$ cat src/rtl/audio_bitstream_shifter.sv
// -----------------------------------------------------------------------------
// audio_bitstream_shifter
//
// Bit-level bitstream server for the MP2 audio path. Takes bytes from the audio
// input FIFO into a left-aligned bit buffer and presents the oldest 16 bits as a
// peek window to the decoder. The decoder consumes 1/2/4/8/16 bits per cycle
// through a one-hot shift request.
//
// Parameters:
//   BUF_W         internal bit-buffer width (multiple of 8, >= 32)
//   REFILL_LEVEL  a byte is requested while valid-bit count <= this value
//                 (must be <= BUF_W-8 so a load can never overflow the buffer)
//
// Ports:
//   audio_decoder_clock      clock, rising edge
//   resetn                   asynchronous active-low reset
//   Byte_Data_I[7:0]         next stream byte, MSB first
//   Byte_Valid_I             Byte_Data_I holds a valid byte
//   Byte_Ready_O             byte is taken this cycle when Byte_Valid_I is high
//   Shift_En_I[4:0]          one-hot shift: [0]=1,[1]=8,[2]=16,[3]=4,[4]=2 bits
//   Bitstream_Data_O[15:0]   oldest 16 buffered bits, first-in bit at [15]
//   Bitstream_Byte_Allign_O  window starts on a byte boundary
//   Shift_Busy_O             fewer than 16 valid bits; shifts are ignored
//   Shift_Error_O            sticky, set by any multi-hot Shift_En_I
//   Bits_Consumed_O[31:0]    running count of consumed bits (wraps)
//
// Optional feature (macro SHIFTER_SYNC_SEARCH_EN):
//   Search_I                 pulse starts a sync-word search
//   Search_Done_O            one-cycle pulse when a byte-aligned 16'hFFFD is
//                            at the head of the window
// -----------------------------------------------------------------------------
module audio_bitstream_shifter #(
    parameter int BUF_W        = 32,
    parameter int REFILL_LEVEL = 24
) (
    input  logic        audio_decoder_clock,
    input  logic        resetn,
    input  logic [7:0]  Byte_Data_I,
    input  logic        Byte_Valid_I,
    output logic        Byte_Ready_O,
    input  logic [4:0]  Shift_En_I,
`ifdef SHIFTER_SYNC_SEARCH_EN
    input  logic        Search_I,
    output logic        Search_Done_O,
`endif
    output logic [15:0] Bitstream_Data_O,
    output logic        Bitstream_Byte_Allign_O,
    output logic        Shift_Busy_O,
    output logic        Shift_Error_O,
    output logic [31:0] Bits_Consumed_O
);

    localparam int CNT_W = $clog2(BUF_W + 1);
    localparam logic [CNT_W-1:0] REFILL_C = CNT_W'(REFILL_LEVEL);
    localparam logic [CNT_W-1:0] WIN_C    = CNT_W'(16);

    // Bits below the valid region are always zero; shifting in zeros and
    // OR-ing new bytes into the free region keeps that invariant.
    logic [BUF_W-1:0] buf_r;
    logic [CNT_W-1:0] count_r;
    logic [31:0]      consumed_r;
    logic             error_r;
    logic             busy_r;
    logic             ready_r;
    logic             allign_r;

    logic [CNT_W-1:0] req_amt_s;
    logic             multi_hot_s;
    logic [CNT_W-1:0] acc_amt_s;
    logic             err_set_s;
    logic             load_s;
    logic [CNT_W-1:0] remain_s;
    logic [BUF_W-1:0] shifted_s;
    logic [BUF_W-1:0] byte_pos_s;
    logic [BUF_W-1:0] buf_next_s;
    logic [CNT_W-1:0] count_next_s;

    // Decode the one-hot shift request into a bit amount and flag multi-hot.
    always_comb begin
        req_amt_s   = '0;
        multi_hot_s = ((Shift_En_I & (Shift_En_I - 5'd1)) != 5'd0);
        case (Shift_En_I)
            5'b00001: req_amt_s = CNT_W'(1);
            5'b00010: req_amt_s = CNT_W'(8);
            5'b00100: req_amt_s = CNT_W'(16);
            5'b01000: req_amt_s = CNT_W'(4);
            5'b10000: req_amt_s = CNT_W'(2);
            default:  req_amt_s = '0;
        endcase
    end

`ifdef SHIFTER_SYNC_SEARCH_EN
    typedef enum logic [0:0] {
        ST_IDLE   = 1'b0,
        ST_SEARCH = 1'b1
    } search_state_t;

    search_state_t    state_r;
    search_state_t    state_next_s;
    logic             done_r;
    logic             done_next_s;
    logic [CNT_W-1:0] search_amt_s;

    // Search FSM: hunt byte-by-byte when aligned, bit-by-bit otherwise.
    always_comb begin
        state_next_s = state_r;
        done_next_s  = 1'b0;
        search_amt_s = '0;
        case (state_r)
            ST_IDLE: begin
                if (Search_I) begin
                    state_next_s = ST_SEARCH;
                end else begin
                    state_next_s = ST_IDLE;
                end
            end
            ST_SEARCH: begin
                if (busy_r) begin
                    search_amt_s = '0;
                end else if (allign_r && (buf_r[BUF_W-1 -: 16] == 16'hFFFD)) begin
                    done_next_s  = 1'b1;
                    state_next_s = ST_IDLE;
                end else if (allign_r) begin
                    search_amt_s = CNT_W'(8);
                end else begin
                    search_amt_s = CNT_W'(1);
                end
            end
            default: state_next_s = ST_IDLE;
        endcase
    end

    // Shift source: the search engine owns the shifter while searching.
    always_comb begin
        acc_amt_s = '0;
        err_set_s = 1'b0;
        if (state_r == ST_SEARCH) begin
            acc_amt_s = search_amt_s;
        end else begin
            acc_amt_s = busy_r ? '0 : req_amt_s;
            err_set_s = multi_hot_s;
        end
    end

    // Search state and done pulse registers.
    always_ff @(posedge audio_decoder_clock or negedge resetn) begin
        if (!resetn) begin
            state_r <= ST_IDLE;
            done_r  <= 1'b0;
        end else begin
            state_r <= state_next_s;
            done_r  <= done_next_s;
        end
    end

    assign Search_Done_O = done_r;
`else
    // Shift source: decoder requests only, accepted when the window is valid.
    always_comb begin
        acc_amt_s = '0;
        err_set_s = multi_hot_s;
        if (busy_r) begin
            acc_amt_s = '0;
        end else begin
            acc_amt_s = req_amt_s;
        end
    end
`endif

    // Next buffer: shift out consumed bits, append the new byte right after
    // whatever valid bits remain.
    always_comb begin
        load_s       = ready_r & Byte_Valid_I;
        remain_s     = count_r - acc_amt_s;
        shifted_s    = buf_r << acc_amt_s;
        byte_pos_s   = {Byte_Data_I, {(BUF_W-8){1'b0}}} >> remain_s;
        buf_next_s   = shifted_s;
        count_next_s = remain_s;
        if (load_s) begin
            buf_next_s   = shifted_s | byte_pos_s;
            count_next_s = remain_s + CNT_W'(8);
        end else begin
            buf_next_s   = shifted_s;
            count_next_s = remain_s;
        end
    end

    // Buffer, counters and status flags; flags follow the new count directly.
    always_ff @(posedge audio_decoder_clock or negedge resetn) begin
        if (!resetn) begin
            buf_r      <= '0;
            count_r    <= '0;
            consumed_r <= 32'd0;
            error_r    <= 1'b0;
            busy_r     <= 1'b1;
            ready_r    <= 1'b0;
            allign_r   <= 1'b1;
        end else begin
            buf_r      <= buf_next_s;
            count_r    <= count_next_s;
            consumed_r <= consumed_r + 32'(acc_amt_s);
            error_r    <= error_r | err_set_s;
            busy_r     <= (count_next_s < WIN_C);
            ready_r    <= (count_next_s <= REFILL_C);
            allign_r   <= (count_next_s[2:0] == 3'd0);
        end
    end

    assign Bitstream_Data_O        = buf_r[BUF_W-1 -: 16];
    assign Bitstream_Byte_Allign_O = allign_r;
    assign Shift_Busy_O            = busy_r;
    assign Shift_Error_O           = error_r;
    assign Byte_Ready_O            = ready_r;
    assign Bits_Consumed_O         = consumed_r;

endmodule

$ cat config.mk
export PLATFORM = sky130hd
export DESIGN_NAME = audio_bitstream_shifter
export DESIGN_NICKNAME = d
export VERILOG_FILES = /design/src/rtl/audio_bitstream_shifter.sv
export SDC_FILE = /design/constraint.sdc
export NUM_CORES = 1
export LEC_CHECK = 0
export CAP_MARGIN = 20
export CORE_ASPECT_RATIO = 2
export CORE_MARGIN = 1
export CORE_UTILIZATION = 51
export DETAILED_ROUTE_END_ITERATION = 12
export PLACE_DENSITY = 0.88
export SYNTH_ARGS = -nofsm -noshare
export SYNTH_HDL_FRONTEND = slang
export SYNTH_SLANG_ARGS = --single-unit
export TNS_END_PERCENT = 10
$ cat constraint.sdc
create_clock -name audio_decoder_clock -period 3.1 [get_ports audio_decoder_clock]
set_input_delay 0.465 -clock audio_decoder_clock [delete_from_list [all_inputs] [get_ports audio_decoder_clock]]
set_output_delay 0.465 -clock audio_decoder_clock [all_outputs]
set_load 0.005 [all_outputs]
==> results_dict.tcl, run 1 <==
set metrics [dict create \
    route.met3.wl_mm 1.73 \
    power.density_nw_per_um2 1040 \
    place_congestion 1.02 \
    clock_path_buffers 2 \
    swShare 0.422 \
    p_int_w 0.00448 \
    syn_nets 634 \
    crit_buf_inv 4 \
    crit_family "simple AND/OR/NAND/NOR gates" \
    fin_util 0.736 \
    grt_start_max_net_pins 75 \
    slew_headroom 0.333 \
    cp_slowest_cell "dfstp_2" \
    critPathMaxStageDelay_ns 0.43 \
    layout_setup_ws_ns -0.186 \
    synth_cells 605 \
    synthArstFlopShare 1.00 \
    path_class "flop to flop" \
    n_fill_cell 729 \
    drive_above_1_share 0.287 \
    ant_nets 0 \
    layout_min_cycle_time_ns 3.29 \
    path_cells "buf_6, or4_4, nor3b_4, inv_2, ha_4, or2_4, o22a_4, xnor2_4, buf_12, buf_4, mux2i_4, o22ai_1, a21o_1" \
    finClkSkew_ns 0.0102 \
    power_leakage_nw 3.24 \
    synth_edf_count 0 \
    cp.arrival_ns 3.52 \
    cts_buffers 9 \
    yosys_register_bits 74 \
    hold_violations 0 \
    grtUsageTotal 0.421 \
    vias 5889 \
    clock_latency_ns 0.34 \
    die_w_um 74.3 \
    die_h_um 147 \
    fin_area_um2 7470 \
    yosysSeqAreaShare 0.348 \
    drt_first_pass_iters 8 \
    initial_core_util 0.525 \
    overflow 0 \
    wl_per_cell_um 24.8 \
    port-buffer-count 67 \
    outcome "finished, violations left" \
    final_nets 780 \
    synthTopCellsByArea "dfrtp_1 34%, xnor2_1 4.6%, nor2_1 3.2%" \
    clock.fmax_mhz 304 \
    ys_warn_count 0 \
    drc 0 \
    tightest_slew_ns 1.00 \
    grt_pass1_wl_mm 32.9 \
    startpoint_type "flop" \
    synth_cell_types 75 \
    cp_data_required_time_ns 3.33 \
    cp_max_fo 10 \
    p_sw_w 0.00326 \
    p_comb_frac 0.629 \
    violations "negative setup slack" \
    dr.max_layer_used "met4" \
    synth_flop_cell "dfrtp_1" \
    cts_hold_buf 0 \
    pin_count 68 \
    regArea_um2 1850 \
    viasPerCell 6.60 \
    drt_iter0_drc 835 \
    ir_drop_mv 0.646 \
    wl_mm 22.1 \
    setup_violations 23 \
    synth_area_um2 5330 \
    wirelength_met1_mm 6.80 \
    netlist.area_leader.share 0.338 \
    wl_met2_mm 11.4 \
    multiInputGateArea_um2 3390 \
    place_area_um2 6820 \
    antenna_found_initial 1 \
    drv_slew 0 \
    yosysTopAreaCell "dfrtp_1" \
    syn-mean-instance-area_um2 8.81 \
    clock_sinks 74 \
    critPathCaptureType "flop" \
    clk_pin_slew_ns 0.06 \
    syn2layout_area_growth_pct 40.2 \
    place_hpwl_mm 15.8 \
    min_path_type "primary input to async pin" \
    seqPwrFrac 0.210 \
    grt_pass1_vias 5963 \
    clock_power_share 0.161 \
    design.die.area_um2 10900 \
    timing.final.crit_share 1.06 \
    drv_cap 0 \
    clockRootBuffer "clkbuf_16" \
    cts.htree.levels 3 \
    std_cell_rows 52 \
    design.core.area_um2 10100 \
    rsz0062_at_grt "true" \
    cts_tree "yes" \
]
==> final cells by class <==
type,count,share of cell area
Inverter,21,0.0109
Timing Repair Buffer,190,0.217
Multi-Input combinational cell,455,0.454
Tap cell,135,0.0226
Clock buffer,12,0.0343
Clock inverter,4,0.0131
Antenna cell,1,0.000335
Sequential cell,74,0.248
==> through the flow <==
stage | setup slack [ns] | TNS (ns) | hold WS (ns) | total power, W | cells
after floorplan | -0.343 | -8.36 | 0.169 | 0.00371 | 605
after global placement | -0.848 | -36.99 | 0.469 | 0.00560 | 866
after detailed placement | -0.983 | -43.18 | 0.477 | 0.00570 | 866
after CTS | -0.00904 | -0.00932 | 0.306 | 0.00724 | 888
after global routing | -0.227 | -3.70 | 0.349 | 0.00804 | 891
final | -0.186 | -1.83 | 0.249 | 0.00774 | 892
==> layout by cell type, fill, tap and decap left out, types with 10 or more instances in the layout <==
master / instances
nand2b_1: 12
o21ai_1: 15
o21ai_0: 20
nand2_1: 32
mux2i_1: 11
xnor2_1: 27
buf_4: 119
nor2_1: 42
nor3_1: 10
a211oi_1: 18
inv_1: 14
a31oi_1: 11
clkdlybuf4s50_1: 61
nand3_1: 32
and3_1: 21
dfrtp_1: 72
a21oi_1: 19
o22ai_1: 21
==> layer usage <==
layer / vias up / GRT usage
met3: 157 / 0.131
li1: 2518 / -
met2: 381 / 0.704
met5: - / 0
met1: 2833 / 0.397
met4: 0 / 0.360
==> power by group through the flow <==
stage | clock (W) | sequential (W) | combinational (W)
5_1_grt | 0.00129 | 0.00165 | 0.00510
6_report | 0.00125 | 0.00162 | 0.00487
4_1_cts | 0.00124 | 0.00160 | 0.00440
2_1_floorplan | 0 | 0.00149 | 0.00221
3_5_place_dp | 0 | 0.00162 | 0.00409
3_3_place_gp | 0 | 0.00161 | 0.00400
==> cells by family (layout without fill, tap and decap cells) <==
| group | Yosys count | after routing | synth area share |
|---|---|---|---|
| fa+ha+maj | 14 | 14 | 0.0352 |
| compound gates | 185 | 185 | 0.238 |
| mux | 24 | 24 | 0.0469 |
| other cells | 0 | 1 | 0 |
| xor+xnor | 37 | 37 | 0.0622 |
| buf+inv | 76 | 227 | 0.0735 |
| simple gates | 195 | 195 | 0.196 |
| flops | 74 | 74 | 0.348 |
==> cell usage after synthesis (all sizes together) (11+ instances only) <==
| cell type | count |
|---|---|
| nor2 | 46 |
| nor3 | 11 |
| dfrtp | 72 |
| nand2b | 12 |
| a31oi | 14 |
| inv | 21 |
| o22ai | 27 |
| ha | 11 |
| mux2i | 16 |
| o21ai | 38 |
| and3 | 21 |
| buf | 35 |
| nand2 | 33 |
| xnor2 | 29 |
| a21oi | 25 |
| nand3 | 32 |
| clkbuf | 20 |
| a211oi | 19 |
==> what timing repair did <==
item,4_1_cts,5_1_grt
pin swaps,12,13
setup endpoints to repair,61,56
setup buffers,6,3
gates resized for setup,34,26
==> state kept, by name (all words and copies together) (netlist names) <==
name	flops
Byte_Ready_O	1
Shift_Error_O	1
buf_r	32
Shift_Busy_O	1
Bitstream_Byte_Allign_O	1
Bits_Consumed_O	32
count_r	6
==> path summary, 6_finish.rpt <==
| kind | start | to | slack (ns) | cells after the start |
|---|---|---|---|---|
| max in group asynchronous | resetn | Bits_Consumed_O[3] | 2.15 | 1 |
| setup / recovery | Shift_Busy_O | buf_r[20] | -0.19 | 13 |
| min in group audio_decoder_clock | Bits_Consumed_O[8] | Bits_Consumed_O[8] | 0.49 | 1 |
| hold reg to reg | Bits_Consumed_O[8] | Bits_Consumed_O[8] | 0.49 | 1 |
| setup reg to reg | Shift_Busy_O | buf_r[20] | -0.19 | 13 |
| hold / removal | resetn | Bits_Consumed_O[13] | 0.25 | 1 |
Note: power is estimated with default switching activity, not from simulation.
==> inputs of run 2 (changes only) <==
--- a/config.mk
+++ b/config.mk
@@ -6,11 +6,13 @@
 export NUM_CORES = 1
 export LEC_CHECK = 0
 export CAP_MARGIN = 20
+export CELL_PAD_IN_SITES_DETAIL_PLACEMENT = 0
+export CELL_PAD_IN_SITES_GLOBAL_PLACEMENT = 1
 export CORE_ASPECT_RATIO = 2
 export CORE_MARGIN = 1
-export CORE_UTILIZATION = 51
+export CORE_UTILIZATION = 39
 export DETAILED_ROUTE_END_ITERATION = 12
-export PLACE_DENSITY = 0.88
+export PLACE_DENSITY = 0.89
 export SYNTH_ARGS = -nofsm -noshare
 export SYNTH_HDL_FRONTEND = slang
 export SYNTH_SLANG_ARGS = --single-unit
==> run 2 against run 1 <==
  * The flow now finishes without violations
  * Clock skew grew 0.0047 ns
  * Critical path depth fell by 2
  * Non-clock buffer count shrank 12
  * Die area up 30%
  * Wire length is 6.7% lower
  * Core utilization is 19 points lower
  * Maximum frequency increased by 6.3%
  * Final area fell by 2.5%
  * Via count down 5.7%
  * Sequential share of layout area grew 0.64 points
  * Clock power fell by 13%
  * Register-to-register slack gained 0.25 ns
  * Critical endpoint is now buf_r[18]
==> results_dict.tcl, run 2 (synthesized netlist as in run 1, its figures left out) <==
set metrics [dict create \
    drv_slew 0 \
    rr_startpoint "Shift_Busy_O" \
    clk_pin_slew_ns 0.06 \
    timing.final.crit_share 0.997 \
    drc 0 \
    layout_min_cycle_time_ns 3.09 \
    final_nets 768 \
    grt_pass1_vias 5822 \
    pin_count 68 \
    cts_buffers 9 \
    p_sw_w 0.00303 \
    tightest_slew_ns 0.979 \
    power_w 0.00716 \
    finClkSkew_ns 0.0149 \
    cp.arrival_ns 3.29 \
    outcome "finished clean" \
    power.density_nw_per_um2 983 \
    cts_hold_buf 0 \
    cp_max_fo 8 \
    overflow 0 \
    antenna_found_initial 0 \
    std_cell_rows 60 \
    drive_above_1_share 0.257 \
    syn2layout_area_growth_pct 36.7 \
    design.core.area_um2 13400 \
    cts_tree "yes" \
    crit_buf_inv 3 \
    setup_violations 0 \
    port-buffer-count 67 \
    p_int_w 0.00413 \
    startpoint_type "primary input" \
    clockRootBuffer "clkbuf_16" \
    critPathMaxStageDelay_ns 0.59 \
    hold_violations 0 \
    cts.htree.levels 3 \
    seqPwrFrac 0.231 \
    rrSetupSlack_ns 0.06 \
    fin_cells 899 \
    viasPerCell 6.18 \
    clock_power_share 0.152 \
    p_comb_frac 0.617 \
    design.die.area_um2 14200 \
    min_path_type "primary input to async pin" \
    fin_util 0.545 \
    initial_core_util 0.399 \
    grt_pass1_wl_mm 32.2 \
    vias 5556 \
    layout_commonest_cell "buf_4" \
    ir_drop_mv 0.498 \
    drt_first_pass_iters 7 \
    wl_per_cell_um 23.0 \
    crit_family "simple AND/OR/NAND/NOR gates" \
    grt_start_max_net_pins 75 \
    path_cells "dlygate4sd2_1, or4b_4, nor2_8, inv_2, ha_1, or2_4, o22a_4, xnor2_4, bufbuf_16, a31oi_1, o211ai_1" \
    power_leakage_nw 3.17 \
    clock_path_buffers 2 \
    final_cell_mix "107 x buf_4, 72 x dfrtp_1, 61 x clkdlybuf4s50_1" \
    swShare 0.423 \
    rsz0062_at_grt "true" \
    path_class "primary input to flop" \
    cp_data_required_time_ns 3.30 \
    r2r_end "buf_r[18]" \
    clock.fmax_mhz 324 \
    grtUsageTotal 0.302 \
    clock_latency_ns 0.35 \
    wl_mm 20.7 \
    place_congestion 1.00 \
    drt_iter0_drc 582 \
    drv_cap 0 \
    tns_ns 0 \
    reg2reg_depth 12 \
    clock_sinks 74 \
    critPathCaptureType "flop" \
    die_h_um 167 \
    cp_slowest_cell "or4b_4" \
    dp.cells 875 \
    n_antenna_cell 0 \
    die_w_um 84.7 \
    slew_headroom 0.347 \
    ant_nets 0 \
    n_fill_cell 1249 \
    place_hpwl_mm 15.6 \
]
run 2: per-stage QoR:
| stage | area [um^2] | hold WS [ns] | worst slack [ns] |
|---|---|---|---|
| floorplan | 5440 | 0.169 | -0.343 |
| global placement | 6770 | 0.463 | -0.613 |
| detailed placement | 6770 | 0.484 | -0.681 |
| CTS | 7230 | 0.314 | 0.0100 |
| global route | 7280 | 0.349 | -0.0654 |
| finish | 7280 | 0.269 | 0.00975 |
run 2: routing by layer:
layer	part of all wire	GRT usage	wire length (um)	up-vias
met1	0.32	0.285	6610	2694
li1	-	-	-	2494
met2	0.54	0.561	11200	279
met5	0	0	0	-
met4	0.081	0.223	1670	0
met3	0.057	0.0596	1190	89
run 2: how the worst max path moves through the flow:
stage	from	end	slack [ns]	cells past startpoint
floorplan	Shift_En_I[0]	Byte_Ready_O	-0.34	15
global placement	Shift_En_I[4]	buf_r[9]	-0.61	12
detailed placement	Shift_En_I[4]	Bits_Consumed_O[14]	-0.68	16
CTS	Shift_En_I[4]	buf_r[13]	0.01	12
global route	Shift_En_I[1]	buf_r[18]	-0.07	12
finish	Shift_En_I[2]	buf_r[18]	0.01	11
run 2: area by class of cell:
type | instances | area (um^2) | share of cell area
multi-input combinational | 455 | 3300 | 0.452
sequential | 74 | 1850 | 0.255
timing repair buffer | 178 | 1550 | 0.213
clock buffer | 10 | 239 | 0.0328
tap | 155 | 194 | 0.0266
inverter | 21 | 81.3 | 0.0112
clock inverter | 6 | 71.3 | 0.00979
run 2: what timing repair did:
item,CTS,global route
pin swaps,8,7
cloned,1,0
hold endpoints to repair,0,0
gates resized for setup,23,16
setup endpoints to repair,61,38
setup buffers,6,1
run 2: power groups by stage:
stage                     Combinational, W  Sequential (W)  Clock (W)
final                              0.00442         0.00166    0.00109
after global routing               0.00469         0.00168    0.00114
after CTS                          0.00424         0.00164    0.00110
after detailed placement           0.00388         0.00165          0
after global placement             0.00383         0.00163          0
after floorplan                    0.00221         0.00149          0
run 2: worst reg2reg max path, delay by kind of cell, from the launching register on:
kind                       cells  cell delay, ns
xor gates and xnor gates       1            0.09
DFF                            1            0.64
and+or+nand+nor                4            0.63
buffers and inverters          3            0.39
AOI/OAI and AO/OA              2            0.53
adders and majority gates      2            0.63
==> inputs of run 3 (changes only) <==
--- a/config.mk
+++ b/config.mk
@@ -10,9 +10,9 @@
 export CELL_PAD_IN_SITES_GLOBAL_PLACEMENT = 1
 export CORE_ASPECT_RATIO = 2
 export CORE_MARGIN = 1
-export CORE_UTILIZATION = 39
+export CORE_UTILIZATION = 46
 export DETAILED_ROUTE_END_ITERATION = 12
-export PLACE_DENSITY = 0.89
+export PLACE_DENSITY = 0.95
 export SYNTH_ARGS = -nofsm -noshare
 export SYNTH_HDL_FRONTEND = slang
 export SYNTH_SLANG_ARGS = --single-unit
==> constraint.sdc (replaced) <==
create_clock -name audio_decoder_clock -period 3.75 [get_ports audio_decoder_clock]
set_input_delay 0.5625 -clock audio_decoder_clock [delete_from_list [all_inputs] [get_ports audio_decoder_clock]]
set_output_delay 0.5625 -clock audio_decoder_clock [all_outputs]
set_load 0.005 [all_outputs]
==> run 3 against run 2 <==
  * Core utilization up 5.7 points
  * Largest power group unchanged
  * Cell count fell by 5.1%
  * Final area down 6.7%
  * First-iteration DRC count grew 4.6%
==> results_dict.tcl, run 3 (synthesized netlist as in run 1, its figures left out) <==
set metrics [dict create \
    drive_above_1_share 0.191 \
    cts_buffers 9 \
    clock_path_buffers 2 \
    vias 5517 \
    setup_violations 0 \
    ir_drop_mv 0.392 \
    viasPerCell 6.47 \
    drt_first_pass_iters 8 \
    design.die.area_um2 12000 \
    fin_util 0.602 \
    design.core.area_um2 11300 \
    place_area_um2 6450 \
    drv_cap 0 \
    fin_cells 853 \
    cts_tree "yes" \
    n_antenna_cell 0 \
    cp_data_required_time_ns 3.94 \
    timing.final.crit_share 0.994 \
    layout_min_cycle_time_ns 3.73 \
    whs_ns 0.362 \
    power.density_nw_per_um2 771 \
    wl_per_cell_um 22.5 \
    power_leakage_nw 2.94 \
    hold_violations 0 \
    drt_iter0_drc 609 \
    clk_pin_slew_ns 0.06 \
    clockRootBuffer "clkbuf_16" \
    antenna_found_initial 0 \
    path_class "primary input to flop" \
    fin_area_um2 6800 \
    tns_ns 0 \
    grtUsageTotal 0.334 \
    cp_max_fo 15 \
    die_h_um 154 \
    startpoint_type "primary input" \
    min_path_type "primary input to async pin" \
    dp.cells 836 \
    n_fill_cell 999 \
    tightest_slew_ns 0.947 \
    cts.htree.levels 3 \
    overflow 0 \
    syn2layout_area_growth_pct 27.5 \
    grt_pass1_wl_mm 30.2 \
    wl_mm 19.2 \
    slew_headroom 0.369 \
    rsz0062_at_grt "true" \
    clock_sinks 74 \
    drc 0 \
    initial_core_util 0.472 \
    clock.fmax_mhz 268 \
    place_congestion 1.05 \
    port-buffer-count 67 \
    drv_slew 0 \
    die_w_um 78.1 \
    outcome "finished clean" \
    finClkSkew_ns 0.0100 \
    ant_nets 0 \
    grt_start_max_net_pins 75 \
    final_cell_mix "78 x buf_4, 72 x dfrtp_1, 66 x clkdlybuf4s50_1" \
    pin_count 68 \
    grt_pass1_vias 5687 \
    final_nets 735 \
    critPathCaptureType "flop" \
    place_hpwl_mm 14.1 \
    layout_commonest_cell "buf_4" \
    cp.arrival_ns 3.92 \
    std_cell_rows 55 \
    clock_latency_ns 0.34 \
]
==> run 3: changes by cell type in the layout (fill, tap and decap cells not counted), moves of 2 or more <==
cell	delta
a32oi_1	+2
a32oi_2	-2
buf_4	-29
buf_6	-2
clkdlybuf4s50_1	+5
dlygate4sd2_1	-4
ha_1	+4
ha_4	-3
o21ai_0	+3
o21ai_2	-2
or2_4	-2
==> run 3: area by class of cell <==
type	count	area, um^2	area share
clock buffer	10	239	0.0352
sequential	74	1850	0.273
clock inverter	6	48.8	0.00718
inverter	21	78.8	0.0116
tap	142	178	0.0261
multi-input combinational	455	3130	0.461
timing repair buffer	145	1270	0.186
==> run 3: repair_timing <==
action	CTS	global route
endpoints found under the setup margin	3	45
gates resized for setup	1	9
pin swaps	0	1
hold buffers	0	0
buffers inserted	0	1
==> run 3: report_power, final <==
group / switching [W] / internal [W]
combinational: 0.00164 / 0.00142
clock: 0.000359 / 0.000471
sequential: 0.000290 / 0.00106
==> run 3: worst paths after layout <==
kind,startpoint,endpoint,slack [ns],depth (start not counted)
setup reg to reg,Shift_Busy_O,buf_r[19],0.51,12
hold reg to reg,Bits_Consumed_O[15],Bits_Consumed_O[15],0.49,1
min in group audio_decoder_clock,Bits_Consumed_O[15],Bits_Consumed_O[15],0.49,1
hold / removal,resetn,count_r[4],0.36,1
setup / recovery,Shift_En_I[4],buf_r[19],0.02,13
max in group asynchronous,resetn,Bits_Consumed_O[7],2.77,1
==> run 3: worst max-delay path: stages <==
cell and delay (ns):
clkdlybuf4s50_1 0.50, buf_4 0.20, or4_4 0.50, nor3b_4 0.30
inv_2 0.10, ha_1 0.21, or2_1 0.27, o22a_1 0.21
xnor2_2 0.20, buf_4 0.25, nor2_1 0.07, a31oi_1 0.37
o211ai_1 0.19
==> run 3: metrics by stage <==
step | total power, W | worst slack [ns]
after floorplan | 0.00294 | 0.0440
after global placement | 0.00416 | -0.286
after detailed placement | 0.00423 | -0.396
after CTS | 0.00509 | 0.00958
after global routing | 0.00552 | -0.0400
final | 0.00524 | 0.0207
==> run 3: layer usage <==
metal | vias up | wire length (um) | GRT usage
met5 | - | 0 | 0
met4 | 0 | 1870 | 0.312
met3 | 144 | 1550 | 0.113
met2 | 342 | 9710 | 0.557
met1 | 2610 | 6030 | 0.311
li1 | 2421 | - | -
